--- config.mk ---
export PLATFORM = sky130hd
export DESIGN_NAME = axis_fifo_slice_m
export DESIGN_NICKNAME = d
export VERILOG_FILES = /design/src/rtl/axis_fifo_slice_m.sv
export SDC_FILE = /design/constraint.sdc
export NUM_CORES = 1
export LEC_CHECK = 0
export ABC_AREA = 1
export BUFFER_PORTS_ARGS = -buffer_cell sky130_fd_sc_hd__buf_4
export CORE_UTILIZATION = 60
export CTS_CLUSTER_SIZE = 20
export DETAILED_ROUTE_END_ITERATION = 16
export PLACE_DENSITY_LB_ADDON = 0.05
export SLEW_MARGIN = 15
export SYNTH_ARGS = -nofsm -noshare
export SYNTH_HDL_FRONTEND = slang
export SYNTH_SLANG_ARGS = --single-unit
--- constraint.sdc ---
create_clock -name ACLK -period 18.9 [get_ports ACLK]
set_clock_uncertainty 0.1 [all_clocks]
set_input_delay 0 -clock ACLK [delete_from_list [all_inputs] [get_ports ACLK]]
set_output_delay 0 -clock ACLK [all_outputs]
set_load 0.01 [all_outputs]
--- src/rtl/axis_fifo_slice_m.sv ---
// ---------------------------------------------------------------------------
// axis_fifo_slice_m
//
// AXI4-Stream buffer of DEPTH entries. It replaces the single-entry register
// slice and carries TKEEP, TUSER, TID and TLAST with the data. Both handshake
// outputs come straight from flops: s_tready never depends on m_tready
// within the same cycle. The m_* beat is the head entry, held in its own
// output register. Use it between a producer and a consumer to break timing
// paths and to absorb rate differences.
//
// With PKT_MODE=1 the output holds back until a complete packet (a TLAST
// beat) is stored. A completely full buffer is also released, so a packet
// longer than DEPTH cannot deadlock.
//
// Ports
//   ACLK, ARESETn     clock (rising edge) / asynchronous active-low reset
//   flush             synchronous clear of every stored beat; overrides push/pop
//   s_tvalid/s_tready input handshake (s_tready registered)
//   s_tdata/s_tkeep/s_tuser/s_tid/s_tlast   input beat
//   m_tvalid/m_tready output handshake (m_tvalid registered)
//   m_tdata/m_tkeep/m_tuser/m_tid/m_tlast   output beat (registered head)
//   count             stored beats, including the one on m_*
//   almost_full       count >= AFULL_THR
//   pkt_count         stored beats that carry TLAST
// ---------------------------------------------------------------------------
module axis_fifo_slice_m #(
   parameter  int DATA_W    = 64,
   parameter  int USER_W    = 1,
   parameter  int ID_W      = 1,
   parameter  int DEPTH     = 4,
   parameter  int AFULL_THR = 3,
   parameter  int PKT_MODE  = 0,
   localparam int KEEP_W    = DATA_W / 8,
   localparam int CNT_W     = $clog2(DEPTH + 1)
) (
   input  logic              ACLK,
   input  logic              ARESETn,
   input  logic              flush,
   input  logic              s_tvalid,
   output logic              s_tready,
   input  logic [DATA_W-1:0] s_tdata,
   input  logic [KEEP_W-1:0] s_tkeep,
   input  logic [USER_W-1:0] s_tuser,
   input  logic [ID_W-1:0]   s_tid,
   input  logic              s_tlast,
   output logic              m_tvalid,
   input  logic              m_tready,
   output logic [DATA_W-1:0] m_tdata,
   output logic [KEEP_W-1:0] m_tkeep,
   output logic [USER_W-1:0] m_tuser,
   output logic [ID_W-1:0]   m_tid,
   output logic              m_tlast,
   output logic [CNT_W-1:0]  count,
   output logic              almost_full,
   output logic [CNT_W-1:0]  pkt_count
);

   localparam int PTR_W = (DEPTH > 1) ? $clog2(DEPTH) : 1;

   typedef struct packed {
      logic [DATA_W-1:0] data;
      logic [KEEP_W-1:0] keep;
      logic [USER_W-1:0] user;
      logic [ID_W-1:0]   id;
      logic              last;
   } beat_t;

   // Storage and state
   beat_t            r_mem [DEPTH];
   beat_t            r_head;
   logic [PTR_W-1:0] r_wr_ptr;
   logic [PTR_W-1:0] r_rd_ptr;
   logic [CNT_W-1:0] r_count;
   logic [CNT_W-1:0] r_pkt_count;
   logic             r_s_tready;
   logic             r_m_tvalid;
   logic             r_almost_full;

   // Next-state values
   beat_t            w_s_beat;
   beat_t            w_head_nxt;
   logic             w_push;
   logic             w_pop;
   logic             w_bypass;
   logic             w_s_tready_nxt;
   logic             w_m_tvalid_nxt;
   logic [PTR_W-1:0] w_wr_ptr_nxt;
   logic [PTR_W-1:0] w_rd_ptr_nxt;
   logic [CNT_W-1:0] w_count_after_pop;
   logic [CNT_W-1:0] w_count_nxt;
   logic [CNT_W-1:0] w_pkt_count_nxt;

   assign w_s_beat = {s_tdata, s_tkeep, s_tuser, s_tid, s_tlast};
   assign w_push   = s_tvalid & r_s_tready;
   assign w_pop    = r_m_tvalid & m_tready;

   // NOTE: every signal in this block gets a value on every path before any
   // condition is evaluated. A path that left one unassigned would infer a latch.
   always_comb begin
      w_count_after_pop = r_count - CNT_W'(w_pop);
      w_count_nxt       = w_count_after_pop + CNT_W'(w_push);
      w_pkt_count_nxt   = r_pkt_count + CNT_W'(w_push & s_tlast)
                                      - CNT_W'(w_pop & r_head.last);
      w_wr_ptr_nxt      = r_wr_ptr + PTR_W'(w_push);
      w_rd_ptr_nxt      = r_rd_ptr + PTR_W'(w_pop);
      // If the buffer would be empty after this pop, the incoming beat is the
      // new head. Its memory slot is written on the same edge, so it cannot be
      // read back yet; take it straight from the input instead.
      w_bypass          = w_push & (w_count_after_pop == '0);
      w_head_nxt        = w_bypass ? w_s_beat : r_mem[w_rd_ptr_nxt];
      w_s_tready_nxt    = (w_count_nxt < CNT_W'(DEPTH));
      w_m_tvalid_nxt    = (w_count_nxt != '0);
      if (PKT_MODE != 0) begin
         // A beat already on the output stays valid until it is taken.
         // A full buffer is released even without TLAST, so an over-long
         // packet can still drain.
         w_m_tvalid_nxt = (r_m_tvalid & ~m_tready)
                        | (w_pkt_count_nxt != '0)
                        | (w_count_nxt == CNT_W'(DEPTH));
      end
   end

   // NOTE: the data array has no reset. Its contents are never visible until
   // a slot is written, because count and the pointers are reset. Leaving it
   // off the reset net lets synthesis map it to plain registers or RAM.
   always_ff @(posedge ACLK) begin
      if (w_push & ~flush) begin
         r_mem[r_wr_ptr] <= w_s_beat;
      end
   end

   // NOTE: every register here is assigned with <=. All of them sample the
   // values from before the edge, so the order of the statements does not matter.
   always_ff @(posedge ACLK or negedge ARESETn) begin
      if (!ARESETn) begin
         r_head        <= '0;
         r_wr_ptr      <= '0;
         r_rd_ptr      <= '0;
         r_count       <= '0;
         r_pkt_count   <= '0;
         r_s_tready    <= 1'b0;
         r_m_tvalid    <= 1'b0;
         r_almost_full <= 1'b0;
      end else if (flush) begin
         // Push and pop in this cycle are dropped; input stays closed for one cycle.
         r_wr_ptr      <= '0;
         r_rd_ptr      <= '0;
         r_count       <= '0;
         r_pkt_count   <= '0;
         r_s_tready    <= 1'b0;
         r_m_tvalid    <= 1'b0;
         r_almost_full <= 1'b0;
      end else begin
         r_wr_ptr      <= w_wr_ptr_nxt;
         r_rd_ptr      <= w_rd_ptr_nxt;
         r_count       <= w_count_nxt;
         r_pkt_count   <= w_pkt_count_nxt;
         r_s_tready    <= w_s_tready_nxt;
         r_m_tvalid    <= w_m_tvalid_nxt;
         r_almost_full <= (w_count_nxt >= CNT_W'(AFULL_THR));
         // When empty, the output register simply keeps its last value.
         if (w_count_nxt != '0) begin
            r_head <= w_head_nxt;
         end
      end
   end

   assign s_tready    = r_s_tready;
   assign m_tvalid    = r_m_tvalid;
   assign m_tdata     = r_head.data;
   assign m_tkeep     = r_head.keep;
   assign m_tuser     = r_head.user;
   assign m_tid       = r_head.id;
   assign m_tlast     = r_head.last;
   assign count       = r_count;
   assign almost_full = r_almost_full;
   assign pkt_count   = r_pkt_count;

endmodule

# Yosys cells after proc, flatten, opt, wreduce, memory -nomap -nowiden
# Memories as Yosys holds them, arrays and structs flattened.
# Index checks and enable logic that the tools add are counted.
[totals]
reg_bits = 88
mem_bits_rw = 300
word_cells = 41
memories = 1
[mem_list]
columns = ["name", "words", "width", "read_ports", "rd_clocked_by_memory_dff", "write_ports", "line_no", "source"]
rows = [
  ["r_mem", 4, 75, 1, 0, 1, "69", "beat_t r_mem [DEPTH];"],
]
[classes]
add_sub_neg = 6
magnitude_cmp = 2
muxes = 10
bitwise = 7
reduce_logical = 3
[ops]
columns = ["cell", "n"]
rows = [
  ["75-bit two-way mux", 1],
  ["3-bit by 1-bit adder with 3-bit output", 2],
  ["1-bit bitwise AND", 6],
  ["3-bit two-way mux", 2],
  ["3-bit by 1-bit subtractor with 3-bit output", 2],
  ["1-bit two-way mux", 5],
  ["2-bit by 1-bit adder with 2-bit output", 2],
  ["2-bit two-way mux", 2],
  ["3-bit by 2-bit >= comparator with 1-bit output (second input constant)", 1],
  ["3-bit zero test", 1],
  ["3-bit less-than comparator (second input constant)", 1],
  ["3-bit nonzero test", 1],
  ["2-bit AND reduction", 1],
  ["1-bit inverter", 1],
]

# Depth between registers and ports, before layout
[logic_depth]
word_depth = 5
mapped_depth = 15

# Worst setup path before layout
# OpenSTA, ideal clock, no wires.
[synth_path]
kind = "register to register"
startpoint = "register r_s_tready, in the netlist s_tready"
endpoint = "memory r_mem[2][0] (netlist bit), enable pin"
setup_ns = 0.601
arrival_time_ns = 5.735
setup_slack_ns = 12.464
path_stages_with_launch = 5
n_path_buf = 0
period_less_slack_ns = 6.436
path_cell_list = "dfrtp_1 nand2_1 inv_1 nand2_1 nor3_1"
[synth_between]
elab_chain_len = 4
[synth_lines]
columns = ["item", "line_no", "source"]
rows = [
  ["from (decl)", "75", "logic r_s_tready;"],
  ["from (signal assigned)", "158", "r_s_tready <= w_s_tready_nxt;"],
  ["1-bit bitwise AND", "94", "assign w_push = s_tvalid & r_s_tready;"],
  ["1-bit bitwise AND", "127", "if (w_push & ~flush) begin"],
  ["1-bit two-way mux", "127", ""],
  ["1-bit two-way mux (implied by the code)", "128", "r_mem[r_wr_ptr] <= w_s_beat;"],
  ["to (decl)", "69", ""],
]
# No other way between the ends.

# Worst setup path in the final report
[layout_path]
startpoint = "register r_m_tvalid, in the netlist m_tvalid"
endpoint = "register r_head (netlist bit m_tdata[11])"
[layout_between]
elab_chain_len = 5
word_cells_on_any_way = 10
cone_classes = "add/sub: 3; mux: 1; bitwise: 2; reduce/logical: 3; memory: 1"
[layout_lines]
columns = ["item", "line_no", "source"]
rows = [
  ["from (decl)", "76", "logic r_m_tvalid;"],
  ["from (signal assigned)", "159", "r_m_tvalid <= w_m_tvalid_nxt;"],
  ["1-bit bitwise AND (*)", "95", "assign w_pop = r_m_tvalid & m_tready;"],
  ["3-bit by 1-bit subtractor with 3-bit output", "100", "w_count_after_pop = r_count - CNT_W'(w_pop);"],
  ["3-bit by 1-bit adder with 3-bit output or 3-bit zero test (tied branches)", "101, 109", ""],
  ["3-bit nonzero test or 1-bit bitwise AND (tied branches)", "162, 109", ""],
  ["2-bit AND reduction (no line) or 75-bit two-way mux (tied branches)", "-", ""],
  ["to (signal assigned)", "163", "r_head <= w_head_nxt;"],
  ["to (decl)", "70", "beat_t r_head;"],
]
# Every way passes the cells marked *; elsewhere a longest branch is shown, timed or not.
# A chain may end at the register's enable or synchronous reset.

==> impl_metrics.ini <==
[clocking]
ctsRootBufferMaster = clkbuf_16
ctsResizeCount = 0
tritoncts = yes
clk_latency_ps = 520
htree_levels = 2
clockBufferDepth = 3
path_clk_slew_ps = 60
clock-sinks = 388
cts_buffers = 40

[global_route]
grt_pass1_vias = 12000
grt_max_degree = 103
antenna_found_initial = 1
gr-total-overflow = 0
track_usage_pct = 28.13
grt_pass1_wl_mm = 62.42

[placed_design]
port_buffers = 163
dpl_worst_slack_ps = 14670
place_hpwl_mm = 19.47
post_dp_cell_area_um2 = 18090
dpl.cell_count = 2141
gp_congestion = 0.7120

[floorplan]
fp.dieArea_um2 = 28440
start_util_pct = 61.48
die_w_um = 168.6
die_h_um = 168.6
ioPinCount = 164
rows = 60
core_area_um2 = 27100

[power]
powerDensity_nw_per_um2 = 134.8
sw_frac_of_total_pct = 33.45
total_power_mw = 2.719
seq_power_share_pct = 40.4
p_sw_mw = 0.9096
p_leak_nw = 9.258
power_frac_comb_pct = 31.1
p_int_mw = 1.810
clkPwrFrac_pct = 28.4
irDropWorstVdd_mv = 0.1061

[sta]
setup_tns_ps = 0
finalCritPeriodShare_pct = 22.90
finalSetupViolCount = 0
whs_ps = 94.85
post-route-worst-setup-slack_ps = 14570
slew_headroom_pct = 21.89
grt_setup_unrepaired = no
fmax_ghz = 0.2311
worst_pin_slew_ps = 1172
slew_viol_final = 0
hold_viol_final = 0
fin_crit_ps = 4328

[routing]
num_vias = 12250
drc = 0
wl_per_cell_um = 17.04
wirelength_mm = 39.08
drt_first_iter_violations = 948
vias_per_cell = 5.339
ant_nets = 0
drt_pass1_iterations = 7

[yosys]
synth_warnings = 0
yosysMostFrequentCell = nand2_1
synth.distinct_cells = 20
synth_cells = 1686
synth_nets = 1773
ys_ff_latch = 388
synth_area_per_cell_um2 = 9.882
yosysTopAreaCell = edfxtp_1
synth_area_um2 = 16660
synth_edf_count = 300
synthArstFlopShare_pct = 22.68
synth_top_flop_cell = edfxtp_1
synth_area_leaders = edfxtp_1, dfrtp_1, nand2_1
synth_commonest_cells = nand2_1, nand3_1, edfxtp_1
synth-seq-area-share_pct = 67.29
yosys.area.top_type_share_pct = 54.07

[worst_setup_path]
cp.arrival_ps = 4630
crit_fanout = 77
r2r_start = m_tvalid$_DFF_PN0_
worst_ep_required_time_ps = 19210
endpoint_kind = register
critical_path_class = reg2reg
start_kind = register
startpoint = m_tvalid$_DFF_PN0_

[finish]
instances_no_fill = 2294
regArea_um2 = 11210
postLayoutCoreUtil_pct = 74.45
fillers = 1868
final_cell_area_um2 = 20180
finalNetCount = 1978
multiInputGateArea_um2 = 4408
drive_above_1_share_pct = 13.01
area_growth_syn_to_layout_pct = 21.09

[outcome]
outcome = complete, no violations

[min_path]
hp-start = m_tready
hold_class = in2reg

[flow_run]
maxCapViolCount = 0
[logic make-up (layout without fill, tap and decap cells)]
logic type               count (synthesis)  count (layout)  synth area share (%)
flip-flops                             388             388                 67.29
other                                    0               1                     0
buffers and inverters                  270             505                 6.646
AO/OA/AOI/OAI                            1               1               0.03001
XOR/XNOR                                 3               3                0.1577
AND/OR/NAND/NOR                       1017            1017                 25.31
adder cells (fa/ha/maj)                  7               7                0.5707
[area by class of cell]
cell class	count	share of cell area, %
clock inverters	17	0.7814
multi-input cells	1028	21.85
clock buffers	55	5.594
inverters	173	3.225
repair buffers	260	10.67
flip-flops and latches	388	55.57
well taps	372	2.307
diodes	1	0.01240
[flip-flops by register name, indices dropped and copies added (netlist names)]
register and cells:
pkt_count 3, m_tvalid 1, r_rd_ptr 2, m_tlast 1
m_tuser 1, count 3, r_mem 300, m_tid 1
s_tready 1, m_tkeep 8, r_wr_ptr 2, m_tdata 64
almost_full 1
[worst paths after layout]
kind,to,slack [ps],depth (start not counted)
max in group asynchronous,m_tdata[50]$_DFFE_PN0P_,17040,4
setup reg to reg,m_tdata[11]$_DFFE_PN0P_,14570,10
hold reg to reg,m_tdata[35]$_DFFE_PN0P_,380,2
min in group asynchronous,m_tdata[40]$_DFFE_PN0P_,490,3
setup / recovery,m_tdata[11]$_DFFE_PN0P_,14570,10
hold / removal,m_tkeep[4]$_DFFE_PN0P_,90,7
[critical path: stages (launching register included)]
cell and delay [ps]:
dfrtp_1 450, nand3_4 260, buf_4 720, nand2_1 210, nand2_4 870, clkinv_2 490, buf_4 510, nand2_1 180
nand3_1 100, nand2_1 120, nand2_1 50
[timing repair]
action | CTS | global route
buffers inserted | 0 | 0
hold buffers | 80 | 0
endpoints found under the hold margin | 430 | 0
[metal layers]
metal  GRT usage, %  routed length (µm)
met5              0                   0
met4          8.854                 845
met3          3.577                2375
met2          48.17               19410
met1          37.78               16460
[cell usage in the layout, fill, tap and decap left out]
cell type        n
o21ai_0          1
clkinvlp_4       1
xnor2_1          2
nor3_2           4
bufinv_16        3
dlygate4sd3_1   80
clkinv_1         4
nor2_1         165
nand3_1        303
nand3_4          2
ha_1             6
clkbuf_8         5
clkinv_2        10
nand4_1          1
nand2_4          4
edfxtp_1       300
nand2_1        538
clkbuf_16       41
dfrtp_1         88
buf_4          180
diode_2          1
clkbuf_1         9
xor2_1           1
fa_1             1
inv_1          172
[power groups by stage]
stage	Clock [mW]	Sequential (mW)	Combinational [mW]
final	0.773	1.10	0.847
after global routing	0.813	1.11	0.953
after CTS	0.781	1.10	0.849
after detailed placement	0	1.11	0.831
after global placement	0	1.11	0.810
after floorplan	0	1.14	0.499
(Power assumes the default switching activity.)
